`config.mk`:
```
export PLATFORM = sky130hd
export DESIGN_NAME = cla_addsub_pipe_flat
export DESIGN_NICKNAME = d
export VERILOG_FILES = /design/src/rtl/cla_addsub_pipe_if.sv /design/src/rtl/cla_addsub_pipe.sv /design/src/flat_wrapper.sv
export SDC_FILE = /design/constraint.sdc
export NUM_CORES = 1
export LEC_CHECK = 0
export BUFFER_PORTS_ARGS = -buffer_cell sky130_fd_sc_hd__buf_2
export CAP_MARGIN = 20
export CORE_MARGIN = 1
export CORE_UTILIZATION = 30
export DETAILED_ROUTE_END_ITERATION = 10
export GPL_ROUTABILITY_DRIVEN = 0
export RECOVER_POWER = 25
export SLEW_MARGIN = 20
export SYNTH_ARGS = -nofsm -noshare
export SYNTH_HDL_FRONTEND = slang
export SYNTH_SLANG_ARGS = --single-unit
export TNS_END_PERCENT = 100
```
`constraint.sdc`:
```
create_clock -name clk -period 5.82 [get_ports clk]
set_input_delay 0.582 -clock clk [delete_from_list [all_inputs] [get_ports clk]]
set_output_delay 0.582 -clock clk [all_outputs]
set_load 0.03 [all_outputs]
```
`src/rtl/cla_addsub_pipe_if.sv`:
```
// Operand/result bundle for cla_addsub_pipe: valid/ready in, valid/ready out.
// The DUT side is 'slave'; the issue/writeback side is 'master'.
interface cla_addsub_pipe_if #(
  parameter int WIDTH = 64,
  parameter int TAG_W = 5
);
  logic             in_valid;
  logic             in_ready;
  logic [WIDTH-1:0] in_a;
  logic [WIDTH-1:0] in_b;
  logic [1:0]       in_op;
  logic             in_carry;
  logic [TAG_W-1:0] in_tag;
  logic             out_valid;
  logic             out_ready;
  logic [WIDTH-1:0] out_sum;
  logic [3:0]       out_flags;
  logic [TAG_W-1:0] out_tag;

  modport master (
    output in_valid, in_a, in_b, in_op, in_carry, in_tag, out_ready,
    input  in_ready, out_valid, out_sum, out_flags, out_tag
  );

  modport slave (
    input  in_valid, in_a, in_b, in_op, in_carry, in_tag, out_ready,
    output in_ready, out_valid, out_sum, out_flags, out_tag
  );
endinterface

```
`src/rtl/cla_addsub_pipe.sv`:
```
// Pipelined CLA add/sub (ADD/SUB/ADC/SBC) with NZCV; latency STAGES cycles, one slice per stage.
// Whole pipe freezes while out_valid && !out_ready; in_ready mirrors that advance condition.
module cla_addsub_pipe #(
  parameter int WIDTH  = 64,
  parameter int STAGES = 2,
  parameter int TAG_W  = 5
) (
  input  logic            clk,
  input  logic            reset,
  cla_addsub_pipe_if.slave bus
);
  localparam int SW = WIDTH / STAGES;
  localparam int NG = SW / 4;

  // Returns carries c[0..SW] of one slice; c[0] is the slice carry-in.
  function automatic logic [SW:0] cla_carries(input logic [SW-1:0] a, input logic [SW-1:0] b,
                                              input logic ci);
    logic [SW-1:0] g, p;
    logic [NG-1:0] gg, gp;
    logic [NG:0]   gc;
    logic [SW:0]   c;
    logic          t, term;
    g = a & b;
    p = a ^ b;
    for (int j = 0; j < NG; j++) begin
      gp[j] = &p[4*j +: 4];
      gg[j] = g[4*j+3] | (p[4*j+3] & g[4*j+2]) | (p[4*j+3] & p[4*j+2] & g[4*j+1])
            | (p[4*j+3] & p[4*j+2] & p[4*j+1] & g[4*j]);
    end
    // Second level: every group carry is a flat sum-of-products of group P/G and ci.
    for (int j = 0; j <= NG; j++) begin
      t = ci;
      for (int i = 0; i < j; i++) t = t & gp[i];
      for (int i = 0; i < j; i++) begin
        term = gg[i];
        for (int m = i + 1; m < j; m++) term = term & gp[m];
        t = t | term;
      end
      gc[j] = t;
    end
    c = '0;
    for (int j = 0; j < NG; j++) begin
      for (int bi = 0; bi < 4; bi++) begin
        t = gc[j];
        for (int m = 0; m < bi; m++) t = t & p[4*j+m];
        for (int i = 0; i < bi; i++) begin
          term = g[4*j+i];
          for (int m = i + 1; m < bi; m++) term = term & p[4*j+m];
          t = t | term;
        end
        c[4*j+bi] = t;
      end
    end
    c[SW] = gc[NG];
    return c;
  endfunction

  logic             vld_r [STAGES];
  logic             c_r   [STAGES];
  logic             cm_r  [STAGES];
  logic             z_r   [STAGES];
  logic [WIDTH-1:0] s_r   [STAGES];
  logic [WIDTH-1:0] a_r   [STAGES];
  logic [WIDTH-1:0] b_r   [STAGES];
  logic [TAG_W-1:0] tag_r [STAGES];

  logic             c_nx  [STAGES];
  logic             cm_nx [STAGES];
  logic             z_nx  [STAGES];
  logic [WIDTH-1:0] s_nx  [STAGES];

  logic             advance;
  logic [WIDTH-1:0] b_eff;
  logic             cin;

  assign advance = !vld_r[STAGES-1] || bus.out_ready;
  assign b_eff   = bus.in_op[0] ? ~bus.in_b : bus.in_b;
  assign cin     = bus.in_op[1] ? bus.in_carry : bus.in_op[0];

  always_comb begin
    logic [WIDTH-1:0] a_src, b_src, s_src;
    logic             ci, z_src;
    logic [SW:0]      cv;
    logic [SW-1:0]    sl;
    for (int k = 0; k < STAGES; k++) begin
      a_src = bus.in_a;
      b_src = b_eff;
      s_src = '0;
      ci    = cin;
      z_src = 1'b1;
      if (k > 0) begin
        a_src = a_r[k-1];
        b_src = b_r[k-1];
        s_src = s_r[k-1];
        ci    = c_r[k-1];
        z_src = z_r[k-1];
      end
      cv = cla_carries(a_src[k*SW +: SW], b_src[k*SW +: SW], ci);
      sl = a_src[k*SW +: SW] ^ b_src[k*SW +: SW] ^ cv[SW-1:0];
      s_nx[k]            = s_src;
      s_nx[k][k*SW +: SW] = sl;
      c_nx[k]  = cv[SW];
      cm_nx[k] = cv[SW-1];
      z_nx[k]  = z_src & ~(|sl);
    end
  end

  always_ff @(posedge clk) begin
    if (reset) begin
      for (int k = 0; k < STAGES; k++) begin
        vld_r[k] <= 1'b0;
        c_r[k]   <= 1'b0;
        cm_r[k]  <= 1'b0;
        z_r[k]   <= 1'b0;
        s_r[k]   <= '0;
        a_r[k]   <= '0;
        b_r[k]   <= '0;
        tag_r[k] <= '0;
      end
    end else if (advance) begin
      for (int k = 0; k < STAGES; k++) begin
        if (k == 0) begin
          vld_r[k] <= bus.in_valid;
          a_r[k]   <= bus.in_a;
          b_r[k]   <= b_eff;
          tag_r[k] <= bus.in_tag;
        end else begin
          vld_r[k] <= vld_r[k-1];
          a_r[k]   <= a_r[k-1];
          b_r[k]   <= b_r[k-1];
          tag_r[k] <= tag_r[k-1];
        end
        s_r[k]  <= s_nx[k];
        c_r[k]  <= c_nx[k];
        cm_r[k] <= cm_nx[k];
        z_r[k]  <= z_nx[k];
      end
    end
  end

  assign bus.in_ready  = advance;
  assign bus.out_valid = vld_r[STAGES-1];
  assign bus.out_sum   = s_r[STAGES-1];
  assign bus.out_tag   = tag_r[STAGES-1];
  assign bus.out_flags = {s_r[STAGES-1][WIDTH-1], z_r[STAGES-1], c_r[STAGES-1],
                          c_r[STAGES-1] ^ cm_r[STAGES-1]};
endmodule

```
`src/flat_wrapper.sv`:
```
// flat-port wrapper written by rule: the top's interface ports become plain ports
module cla_addsub_pipe_flat 
#(
  parameter int WIDTH  = 64,
  parameter int STAGES = 2,
  parameter int TAG_W  = 5
)
  (clk, reset, bus_in_valid, bus_in_a, bus_in_b, bus_in_op, bus_in_carry, bus_in_tag, bus_out_ready, bus_in_ready, bus_out_valid, bus_out_sum, bus_out_flags, bus_out_tag);
  cla_addsub_pipe_if #(.WIDTH(WIDTH), .TAG_W(TAG_W)) bus_i ();
  input  logic clk;
  input  logic reset;
  input wire logic [$bits(bus_i.in_valid)-1:0] bus_in_valid;
  input wire logic [$bits(bus_i.in_a)-1:0] bus_in_a;
  input wire logic [$bits(bus_i.in_b)-1:0] bus_in_b;
  input wire logic [$bits(bus_i.in_op)-1:0] bus_in_op;
  input wire logic [$bits(bus_i.in_carry)-1:0] bus_in_carry;
  input wire logic [$bits(bus_i.in_tag)-1:0] bus_in_tag;
  input wire logic [$bits(bus_i.out_ready)-1:0] bus_out_ready;
  output wire logic [$bits(bus_i.in_ready)-1:0] bus_in_ready;
  output wire logic [$bits(bus_i.out_valid)-1:0] bus_out_valid;
  output wire logic [$bits(bus_i.out_sum)-1:0] bus_out_sum;
  output wire logic [$bits(bus_i.out_flags)-1:0] bus_out_flags;
  output wire logic [$bits(bus_i.out_tag)-1:0] bus_out_tag;
  assign bus_i.in_valid = bus_in_valid;
  assign bus_i.in_a = bus_in_a;
  assign bus_i.in_b = bus_in_b;
  assign bus_i.in_op = bus_in_op;
  assign bus_i.in_carry = bus_in_carry;
  assign bus_i.in_tag = bus_in_tag;
  assign bus_i.out_ready = bus_out_ready;
  assign bus_in_ready = bus_i.in_ready;
  assign bus_out_valid = bus_i.out_valid;
  assign bus_out_sum = bus_i.out_sum;
  assign bus_out_flags = bus_i.out_flags;
  assign bus_out_tag = bus_i.out_tag;
  cla_addsub_pipe #(.WIDTH(WIDTH), .STAGES(STAGES), .TAG_W(TAG_W)) u_core (.clk(clk), .reset(reset), .bus(bus_i));
endmodule
```
After elaboration in Yosys (flattened, before gate mapping)
Memories as Yosys holds them, arrays and structs flattened.
Cells that the tools add are included.
- bits in writable memories: 402
- logic and storage cells: 542
- output and inout bits: 75
- register bits after elaboration: 0
- memories kept: 8
- muxes and demuxes: 23
- bitwise logic cells: 491
- reductions and logical operators: 20
- memories (name ; depth ; bits a word ; rd ports ; clocked after Yosys merged registers in ; write ports ; RTL line ; text):
    u_core.a_r ; 2 ; 64 ; 1 ; 0 ; 2 ; cla_addsub_pipe.sv:63 ; logic [WIDTH-1:0] a_r [STAGES];
    u_core.b_r ; 2 ; 64 ; 1 ; 0 ; 2 ; cla_addsub_pipe.sv:64 ; logic [WIDTH-1:0] b_r [STAGES];
    u_core.s_r ; 2 ; 64 ; 2 ; 0 ; 2 ; cla_addsub_pipe.sv:62 ; logic [WIDTH-1:0] s_r [STAGES];
    u_core.tag_r ; 2 ; 5 ; 2 ; 0 ; 2 ; cla_addsub_pipe.sv:65 ; logic [TAG_W-1:0] tag_r [STAGES];
    u_core.c_r ; 2 ; 1 ; 2 ; 0 ; 2 ; cla_addsub_pipe.sv:59 ; logic c_r [STAGES];
    u_core.cm_r ; 2 ; 1 ; 1 ; 0 ; 2 ; cla_addsub_pipe.sv:60 ; logic cm_r [STAGES];
    +2 memories ; n/a ; n/a ; n/a ; n/a ; n/a ; n/a ;
- operators with widths (kind ; count):
    two-way mux 64 bit ; 7
    bitwise AND 1 bit ; 249
    OR 1 bit ; 232
    bitwise XOR 32 bit ; 4
    bitwise AND 32 bit ; 2
    NOT 64 bit ; 1
    AND reduction 4 bit ; 16
    OR reduction 32 bit ; 2
    two-way mux 1 bit ; 14
    two-way mux 5 bit ; 2
    NOT 1 bit ; 2
    zero test 1 bit ; 1
    logical OR 1 bit ; 1
    bitwise XOR 1 bit ; 1

Longest topological paths before layout
Gate-level depths: netlist of the first run.
- word-level depth: 30
- gate-level depth with buffers: 18
- gate-level depth less buffers: 16

Worst setup path before layout of the first run
OpenSTA, ideal clock, no wires.
- path type: in2reg
- from: input port reset
- to: memory u_core.a_r[0][32], enable pin
- setup slack: 0.416 ns
- data arrival time: 4.835 ns
- cell stages on the path: 1
- buffers on the path: 0
- path through: nand2b_1
- RTL lines (what ; RTL line ; text):
    start, declared ; flat_wrapper.sv:11 ; input logic reset;
    end, declared ; cla_addsub_pipe.sv:63 ;

==> metrics, run 1 <==
all-layer global routing usage 13.9%; Worst Setup SP bus_in_op[0]; pwr dens 307 nW/um2; Rel. slew slack -137%; FP Rows 66; final max-slew violation count 112; status finished, violations left; vias in the first global route 6674; Peak VDD IR 0.148 mV; Unique masters post-synth 52; Seq/Total Area, Yosys 53.1%; fin worst setup slack 1.29 ns; Critical Path Stages 17; Yosys top cell area share 53.1%; # IOs 215; layout cell share with drive strength beyond 1 17.1%; Worst Max-Slew Pin Slew 3.56 ns; GRT overflow 0; number of synthesized flops with an enable pin 177; CTS Sinks 177; Remaining DRCs 0; Ys Warns 0; post-synth net total 1074; Clock Path Buffers 2; Post-CTS Resized 0; Worst Reg-to-Reg Cells 14; Hold Crit Depth 2; Setup CP Type in2reg; Combinational Power Share 23.9%; Final Util 36.8%; worst min path class in2reg; switch share 31.8%; Hold Violations, Final 0; total chip power 3.69 mW; Leak 5.26 nW; Arr. time, crit path 4.77 ns; Hold Crit Start bus_in_tag[1]; Worst Clk Skew 0.0123 ns; CP Launch Type input pin; Tcrit/Tclk final 77.9%; delay-heaviest family, CP simple AND/OR/NAND/NOR gates; fin crit period 4.53 ns; CP required 6.06 ns; flops & latches, synth 177; Synth Flop Type edfxtp_1; Setup WS pre-CTS 0.819 ns; Post-CTS Setup Bufs 0; TNS Setup 0 ns; Worst-path clk slew 0.08 ns; endpoints failing setup 0; Clk network pwr share 31.7%; initial core utilization 30.6%; dpl hpwl 17800 um; CTS tree built; CTS Buf Count 17; post-route ant nets 0; slowest stage delay, CP 0.61 ns; Avg Cell Area, Syn 11.9 um2; synth cell count leaders 177 x edfxtp_1, 102 x nor2_1, 88 x and2_1; port bufs 214; via count of the routed design 6670; Post-CTS Hold Buffers 0; initial antenna violation count 3; Cells after Synth 838; CP Cell Sequence buf_4 > buf_4 > xor2_1 > ha_1 > a21o_1 > a21o_1 > a21oi_1 > inv_1 > o21ai_0 > and2_1 > fa_1 > xor2_1 > nand4_1 > nor4_1 > nand4_1 > nand4bb_1 > nor4_1; Seq pwr share 44.4%; WL/cell 15.7 um; failing checks capacitance limit, slew limit; die width 185 um; max-cap violations 2; reg2reg start u_core.a_r[0][32]$_SDFFCE_PN0P_; crit path capture type register; area grow syn2layout 20.1%; Net Switching 1.17 mW; post-synth top area cell edfxtp_1; htree depth 4; CP bufs+invs 3; Cell Int Power 2.52 mW; DRT iter0 DRCs 340; core area 32700 um2; top-count cell post-synth edfxtp_1; post-synthesis instance area 10000 um2; CTS Root Cell clkbuf_16; ys async rst share 0%; largest net degree at the start of global routing 103; Crit-path slowest cell buf_4; largest cells by area after synthesis edfxtp_1 53%, ha_1 10%, and2_1 5.5%; first-pass GRT wire length 35800 um; Post-Route WL 23500 um; Max FO, Critical Path 33; die area 34100 um2; DR pass1 iterations 4; RSZ-0062 raised after global routing no; Chip Height 185 um; Max Clock Freq 221 MHz; clk_lat worst skew 0.43 ns; nets 1276; DR vias/cell 4.46
-- per-layer routing --
layer / wire (um) / GRT usage [%] / share of wire, %
met4: 531 / 5.06 / 2.3
met2: 11300 / 24.1 / 48
met3: 1360 / 3.32 / 5.8
met1: 10200 / 16.8 / 44
met5: 27 / 0 / 0.12
-- per-stage QoR --
step | hold WS (ns) | cell area, um2 | std cells
after detailed placement | 0.503 | 11500 | 1463
final | 0.424 | 12000 | 1496
after global routing | 0.414 | 12000 | 1496
after floorplan | 0.497 | 10000 | 838
after global placement | 0.500 | 11500 | 1463
after CTS | 0.402 | 12100 | 1495
-- cells by family (layout without fill, tap and decap cells) --
| family | after synthesis | after routing | synth area share, % |
|---|---|---|---|
| compound gates | 109 | 109 | 7.16 |
| xor+xnor | 96 | 96 | 8.40 |
| fa+ha+maj | 96 | 96 | 13.2 |
| buf+inv | 66 | 281 | 2.79 |
| flops | 177 | 177 | 53.1 |
| mux | 1 | 1 | 0.112 |
| other cells | 0 | 1 | 0 |
| simple gates | 293 | 293 | 15.2 |
-- layout make-up --
type,count,area (um2)
clock buffers,17,425
diodes,1,2.50
flip-flops and latches,177,5320
multi-input cells,595,4420
well taps,442,553
clock inverters,15,168
repair buffers,217,1020
fillers,3294,20700
inverters,32,120
-- layout by cell type (no fill, tap or decap), types with 3 or more instances in the layout --
master | netlist | final
a21o_1 | 18 | 18
a21oi_1 | 25 | 25
a221oi_1 | 4 | 4
a31oi_1 | 3 | 3
and2_0 | 0 | 24
and2_1 | 88 | 64
and3_1 | 4 | 4
buf_2 | 1 | 139
buf_4 | 8 | 3
clkbuf_1 | 20 | 74
clkbuf_16 | 0 | 17
clkinv_4 | 0 | 3
edfxtp_1 | 177 | 177
fa_1 | 16 | 16
ha_1 | 80 | 80
inv_1 | 32 | 32
inv_6 | 0 | 4
inv_8 | 0 | 5
nand2_1 | 24 | 24
nand2b_1 | 11 | 11
nand3_1 | 7 | 7
nand4_1 | 16 | 16
nor2_1 | 102 | 102
nor3_1 | 15 | 15
o21a_1 | 20 | 20
o21ai_0 | 20 | 20
or3_1 | 8 | 8
xnor2_1 | 50 | 50
xor2_1 | 46 | 46
-- sequential cells by signal, summed over array words and instances, names as in the netlist --
name	cells
u_core.s_r	96
u_core.a_r	32
u_core.b_r	32
u_core.tag_r	10
u_core.c_r	2
u_core.vld_r	2
u_core.z_r	2
u_core.cm_r	1
-- worst register-to-register path, stage by stage (launching register included) --
cell and delay (ns):
edfxtp_1 0.43, ha_1 0.33, a21oi_1 0.08, o221ai_1 0.50
o2111ai_1 0.19, nand2_1 0.21, a21boi_0 0.11, o21ai_0 0.33
fa_1 0.48, nor4b_1 0.42, nand4_1 0.13, or4_1 0.51
and4bb_1 0.26, nand4_1 0.11, nor3_2 0.20
-- final timing paths --
check,end,slack [ns]
worst max-delay path,u_core.z_r[0][0]$_SDFFCE_PN0P_,1.29
worst min-delay path,u_core.tag_r[0][1]$_SDFFCE_PN0P_,0.42
worst max register to register,u_core.z_r[0][1]$_SDFFCE_PN0P_,1.39
worst min register to register,u_core.tag_r[0][5]$_SDFFCE_PN0P_,0.52
-- power by group through the flow --
stage / Clock [mW] / Sequential, mW / Combinational, mW
final: 1.17 / 1.64 / 0.883
after global routing: 1.25 / 1.65 / 0.977
after CTS: 1.20 / 1.64 / 0.917
after detailed placement: 0 / 1.66 / 0.913
after global placement: 0 / 1.66 / 0.906
after floorplan: 0 / 1.79 / 0.493
(Power assumes the default switching activity.)
==> run 2: changes to the inputs <==
clock period = 4.6 ns   (was 5.82 ns; I/O delays follow)
==> run 2 against run 1 <==
Effect of this change: the run still ends with capacitance limit, slew limit left; first-iteration DRC count is 13% lower; sequential share of layout area is 0.40 points lower; non-clock buffer count is 7 higher; sequential power is 26% higher; routed wire length is 0.61% higher; final area is 0.92% higher; final cell count is 0.47% higher.
==> metrics, run 2 (synthesis gave the netlist of run 1 again) <==
Seq pwr share 43.9%; final hold slack 0.302 ns; CP most frequent cell nand4_1; Post-CTS Setup Bufs 0; pwr dens 389 nW/um2; port bufs 214; Net Switching 1.44 mW; commonest non-fill, non-tap cell in the layout edfxtp_1; layout cell share with drive strength beyond 1 17.9%; status finished, violations left; Chip Height 185 um; via count of the routed design 6732; Combinational Power Share 24.1%; die area 34100 um2; Hold Crit Depth 2; RSZ-0062 raised after global routing no; Post-CTS Hold Buffers 0; first-pass GRT wire length 36300 um; crit path capture type register; Fillers 3349; CTS tree built; DR pass1 iterations 5; Biggest register u_core.s_r; Remaining DRCs 0; core area 32700 um2; Rel. slew slack -14.0%; Arr. time, crit path 4.59 ns; FP Rows 66; largest registers u_core.s_r x96, u_core.a_r x32, u_core.b_r x32; DR vias/cell 4.48; initial antenna violation count 3; slowest stage delay, CP 0.57 ns; CP required 4.89 ns; fin crit period 4.30 ns; endpoints failing setup 0; total chip power 4.72 mW; CP Launch Type register; clk_lat worst skew 0.44 ns; vias in the first global route 6854; largest net degree at the start of global routing 78; commonest non-fill, non-tap cells in the layout 177 x edfxtp_1, 138 x buf_2, 102 x nor2_1, 80 x ha_1, 77 x clkbuf_1; Worst Clk Skew 0.0118 ns; Cell Int Power 3.28 mW; Largest register FFs 96; area grow syn2layout 21.2%; htree depth 4; CTS Root Cell clkbuf_16; worst min path class in2reg; area of the multi-input gates 4470 um2; die width 185 um; Post-Route WL 23600 um; switch share 30.5%; CTS Sinks 177; Setup CP Type reg2reg; Worst Max-Slew Pin Slew 1.71 ns; max-cap violations 1; final max-slew violation count 69; Tcrit/Tclk final 93.6%; CTS Buf Count 17; Worst-path clk slew 0.07 ns; Hold Violations, Final 0; Clock Path Buffers 2; failing checks capacitance limit, slew limit; DRT iter0 DRCs 295; Crit-path slowest cell fa_1; Peak VDD IR 0.165 mV; # IOs 215; Worst Reg-to-Reg Cells 14; Max FO, Critical Path 5; WL/cell 15.7 um; initial core utilization 30.6%; Clk network pwr share 32.0%; Max Clock Freq 232 MHz; CP Cell Sequence ha_1 > a211oi_2 > o21bai_1 > o2111ai_2 > nand2_1 > a21boi_1 > o21ai_0 > fa_1 > nor4b_4 > nand4_1 > or4_1 > and4bb_1 > nand4_1 > nor3_2; flip-flop and latch area 5320 um2; all-layer global routing usage 14.2%; post-route ant nets 0; dpl hpwl 18300 um; GRT overflow 0; nets 1283; Leak 5.31 nW
## run 2: critical path, delay by kind of cell, from the launching register on
kind,cells,cell delay [ns]
AND/OR/NAND/NOR,7,1.76
adder cells (fa/ha/maj),2,0.97
AO/OA/AOI/OAI,5,1.02
flip-flops,1,0.40
## run 2: area by class of cell
| cell class | instances | area share [%] |
|---|---|---|
| Clock buffer | 18 | 3.54 |
| Sequential cell | 177 | 43.8 |
| Tap cell | 442 | 4.56 |
| Timing Repair Buffer | 224 | 8.77 |
| Multi-Input combinational cell | 595 | 36.8 |
| Antenna cell | 1 | 0.0206 |
| Clock inverter | 14 | 1.46 |
| Inverter | 32 | 0.990 |
## run 2: path summary, 6_finish.rpt
kind / startpoint / endpoint / slack (ns)
worst max-delay path: u_core.a_r[0][37]$_SDFFCE_PN0P_ / u_core.z_r[0][1]$_SDFFCE_PN0P_ / 0.30
worst min-delay path: bus_in_a[41] / u_core.a_r[0][41]$_SDFFCE_PN0P_ / 0.30
worst min register to register: u_core.s_r[0][11]$_SDFFCE_PN0P_ / u_core.s_r[0][75]$_SDFFCE_PN0P_ / 0.52
worst max register to register: u_core.a_r[0][37]$_SDFFCE_PN0P_ / u_core.z_r[0][1]$_SDFFCE_PN0P_ / 0.30
## run 2: per-stage QoR
stage | util (%) | setup WS (ns) | TNS [ns] | cell area (um2) | cells
2_1_floorplan | - | 0.185 | 0 | 10000 | 838
3_3_place_gp | 35.4 | -0.0853 | -0.0853 | 11600 | 1470
3_5_place_dp | 35.4 | -0.194 | -0.195 | 11600 | 1470
4_1_cts | 37.3 | 0.0777 | 0 | 12200 | 1502
5_1_grt | 37.1 | 0.0123 | 0 | 12100 | 1503
6_report | 37.1 | 0.295 | 0 | 12100 | 1503
## run 2: power by group through the flow
stage | registers [mW] | logic [mW] | clock network [mW]
after floorplan | 2.26 | 0.624 | 0
after global placement | 2.10 | 1.15 | 0
after detailed placement | 2.11 | 1.17 | 0
after CTS | 2.07 | 1.17 | 1.55
after global routing | 2.09 | 1.26 | 1.62
final | 2.07 | 1.14 | 1.51
## run 2: timing repair
| action | CTS | global route |
|---|---|---|
| gates resized for setup | 3 | 5 |
| setup endpoints to repair | 1 | 1 |
| hold endpoints to repair | 0 | 0 |
| cloned | 0 | 0 |
## run 2: metal layers
metal,share of wire (%),global-route usage [%],up-vias
met5,0.11,0,-
met4,1.6,4.30,4
met3,5.9,3.81,22
met2,49,24.8,175
met1,44,16.8,3160
li1,-,-,3371
==> run 3: changes to the inputs <==
CELL_PAD_IN_SITES_DETAIL_PLACEMENT = 1   (was default)
CELL_PAD_IN_SITES_GLOBAL_PLACEMENT = 1   (was default)
PLACE_DENSITY_LB_ADDON = 0.1   (was default)
==> run 3 against run 2 <==
Effect of this change: final area up 0.43%; clock skew rose by 0.0010 ns; non-clock buffer count up 4; fmax is 0.43% higher; the flow still finishes with violations (capacitance limit, slew limit); worst hold slack lost 0.0025 ns; critical endpoint unchanged; routed wire length up 10%; critical path type unchanged; sequential share of layout area shrank 0.19 points; first-iteration DRC count is 2.7% higher; global-route usage up 1.4 points; largest cell class unchanged; highest routed layer unchanged; count of clock-buffer cells in the layout unchanged.
==> metrics, run 3 (synthesis gave the netlist of run 1 again) <==
status finished, violations left; failing checks capacitance limit, slew limit; die width 185 um; Worst Max-Slew Pin Slew 1.68 ns; commonest non-fill, non-tap cells in the layout 177 x edfxtp_1, 139 x buf_2, 102 x nor2_1, 80 x ha_1, 77 x clkbuf_1; Leak 5.34 nW; Setup WS pre-CTS -0.0130 ns; Max Clock Freq 233 MHz; CTS Buf Count 17; nets 1287; CTS tree built; commonest non-fill, non-tap cell in the layout edfxtp_1; final max-slew violation count 87; Max FO, Critical Path 3; Remaining DRCs 0; Peak VDD IR 0.219 mV; Setup CP Type reg2reg; FP Rows 66; Worst Clk Skew 0.0128 ns; Rel. slew slack -11.9%; endpoints failing setup 0; initial core utilization 30.6%; RSZ-0062 raised after global routing no; port bufs 214; largest registers u_core.s_r x96, u_core.a_r x32, u_core.b_r x32; Hold Violations, Final 0; DRT iter0 DRCs 303; largest net degree at the start of global routing 85; worst min path class in2reg; CTS Root Cell clkbuf_16; Crit-path slowest cell fa_1; die area 34100 um2; CP bufs+invs 0; # IOs 215; initial antenna violation count 2; dpl hpwl 20100 um; clk_lat worst skew 0.44 ns; fin worst setup slack 0.314 ns; first-pass GRT wire length 39400 um; CP most frequent cell nand4_1; all-layer global routing usage 15.6%; Worst-path clk slew 0.07 ns; TNS Setup 0 ns; post-route ant nets 0; DR vias/cell 4.55; DR pass1 iterations 4; Reg2Reg Setup Slack 0.31 ns; Clock Path Buffers 2; CP required 4.90 ns; Tcrit/Tclk final 93.2%; core area 32700 um2; WL/cell 17.3 um; Largest register FFs 96; layout cell share with drive strength beyond 1 18.2%; Worst Reg-to-Reg Cells 14; Arr. time, crit path 4.58 ns; via count of the routed design 6864; Post-Route WL 26000 um; GRT overflow 0; fin crit period 4.29 ns; slowest stage delay, CP 0.58 ns; Biggest register u_core.s_r; total chip power 4.80 mW; area grow syn2layout 21.7%; max-cap violations 2; Hold Crit Depth 2; pwr dens 394 nW/um2; Critical Path Stages 14; crit path capture type register; Chip Height 185 um; CP Cell Sequence ha_1 > a21oi_1 > o221ai_1 > o2111ai_2 > nand2_1 > a21boi_0 > o21ai_0 > fa_1 > nor4b_4 > nand4_1 > or4_1 > and4bb_1 > nand4_1 > nor3_2; CP Launch Type register; htree depth 4; final non-filler cell area 12200 um2; delay-heaviest family, CP simple AND/OR/NAND/NOR gates; dpl cell area 11600 um2; vias in the first global route 7131; CTS Sinks 177
## run 3: cell count changes in the layout (fill, tap and decap cells not counted), sizes merged
cell / change
clkinv: -1
buf: +4
bufinv: +1
## run 3: final timing paths
path / start / endpoint
worst max-delay path: u_core.a_r[0][32]$_SDFFCE_PN0P_ / u_core.z_r[0][1]$_SDFFCE_PN0P_
worst min-delay path: bus_in_a[53] / u_core.a_r[0][53]$_SDFFCE_PN0P_
worst max register to register: u_core.a_r[0][32]$_SDFFCE_PN0P_ / u_core.z_r[0][1]$_SDFFCE_PN0P_
worst min register to register: u_core.s_r[0][31]$_SDFFCE_PN0P_ / u_core.s_r[0][95]$_SDFFCE_PN0P_
## run 3: timing repair
| action | in CTS | in global routing |
|---|---|---|
| buffers inserted | 0 | 0 |
| hold buffers | 0 | 0 |
| setup endpoints to repair | 1 | 1 |
| pin swaps | 0 | 1 |
| gates resized for setup | 1 | 6 |
## run 3: routing by layer
metal  wire length (um)  share of wire (%)  vias up  global-route usage, %
li1                   -                  -     3388                      -
met1              11200                 43     3282                   18.7
met2              13000                 50      161                   27.1
met3               1210                4.7       31                   3.26
met4                522                2.0        2                   6.31
met5                 13              0.050        -                      0
## run 3: where the power goes
part | leakage [nW] | internal (mW) | switching, mW
Clock | 0.303 | 0.919 | 0.655
Sequential | 2.06 | 2.00 | 0.0640
Combinational | 2.98 | 0.417 | 0.744
Total | 5.34 | 3.34 | 1.46
## run 3: area by class of cell
class,count,area (um2)
Antenna cell,1,2.50
Clock buffer,18,429
Clock inverter,14,199
Fill cell,3683,20500
Inverter,32,120
Multi-Input combinational cell,595,4470
Sequential cell,177,5320
Tap cell,442,553
Timing Repair Buffer,228,1090
## run 3: through the flow
step | std cells | utilization (%) | hold slack, ns
floorplan | 838 | - | 0.497
global placement | 1474 | 35.5 | 0.500
detailed placement | 1474 | 35.5 | 0.504
CTS | 1506 | 37.5 | 0.276
global route | 1506 | 37.2 | 0.278
finish | 1507 | 37.3 | 0.300
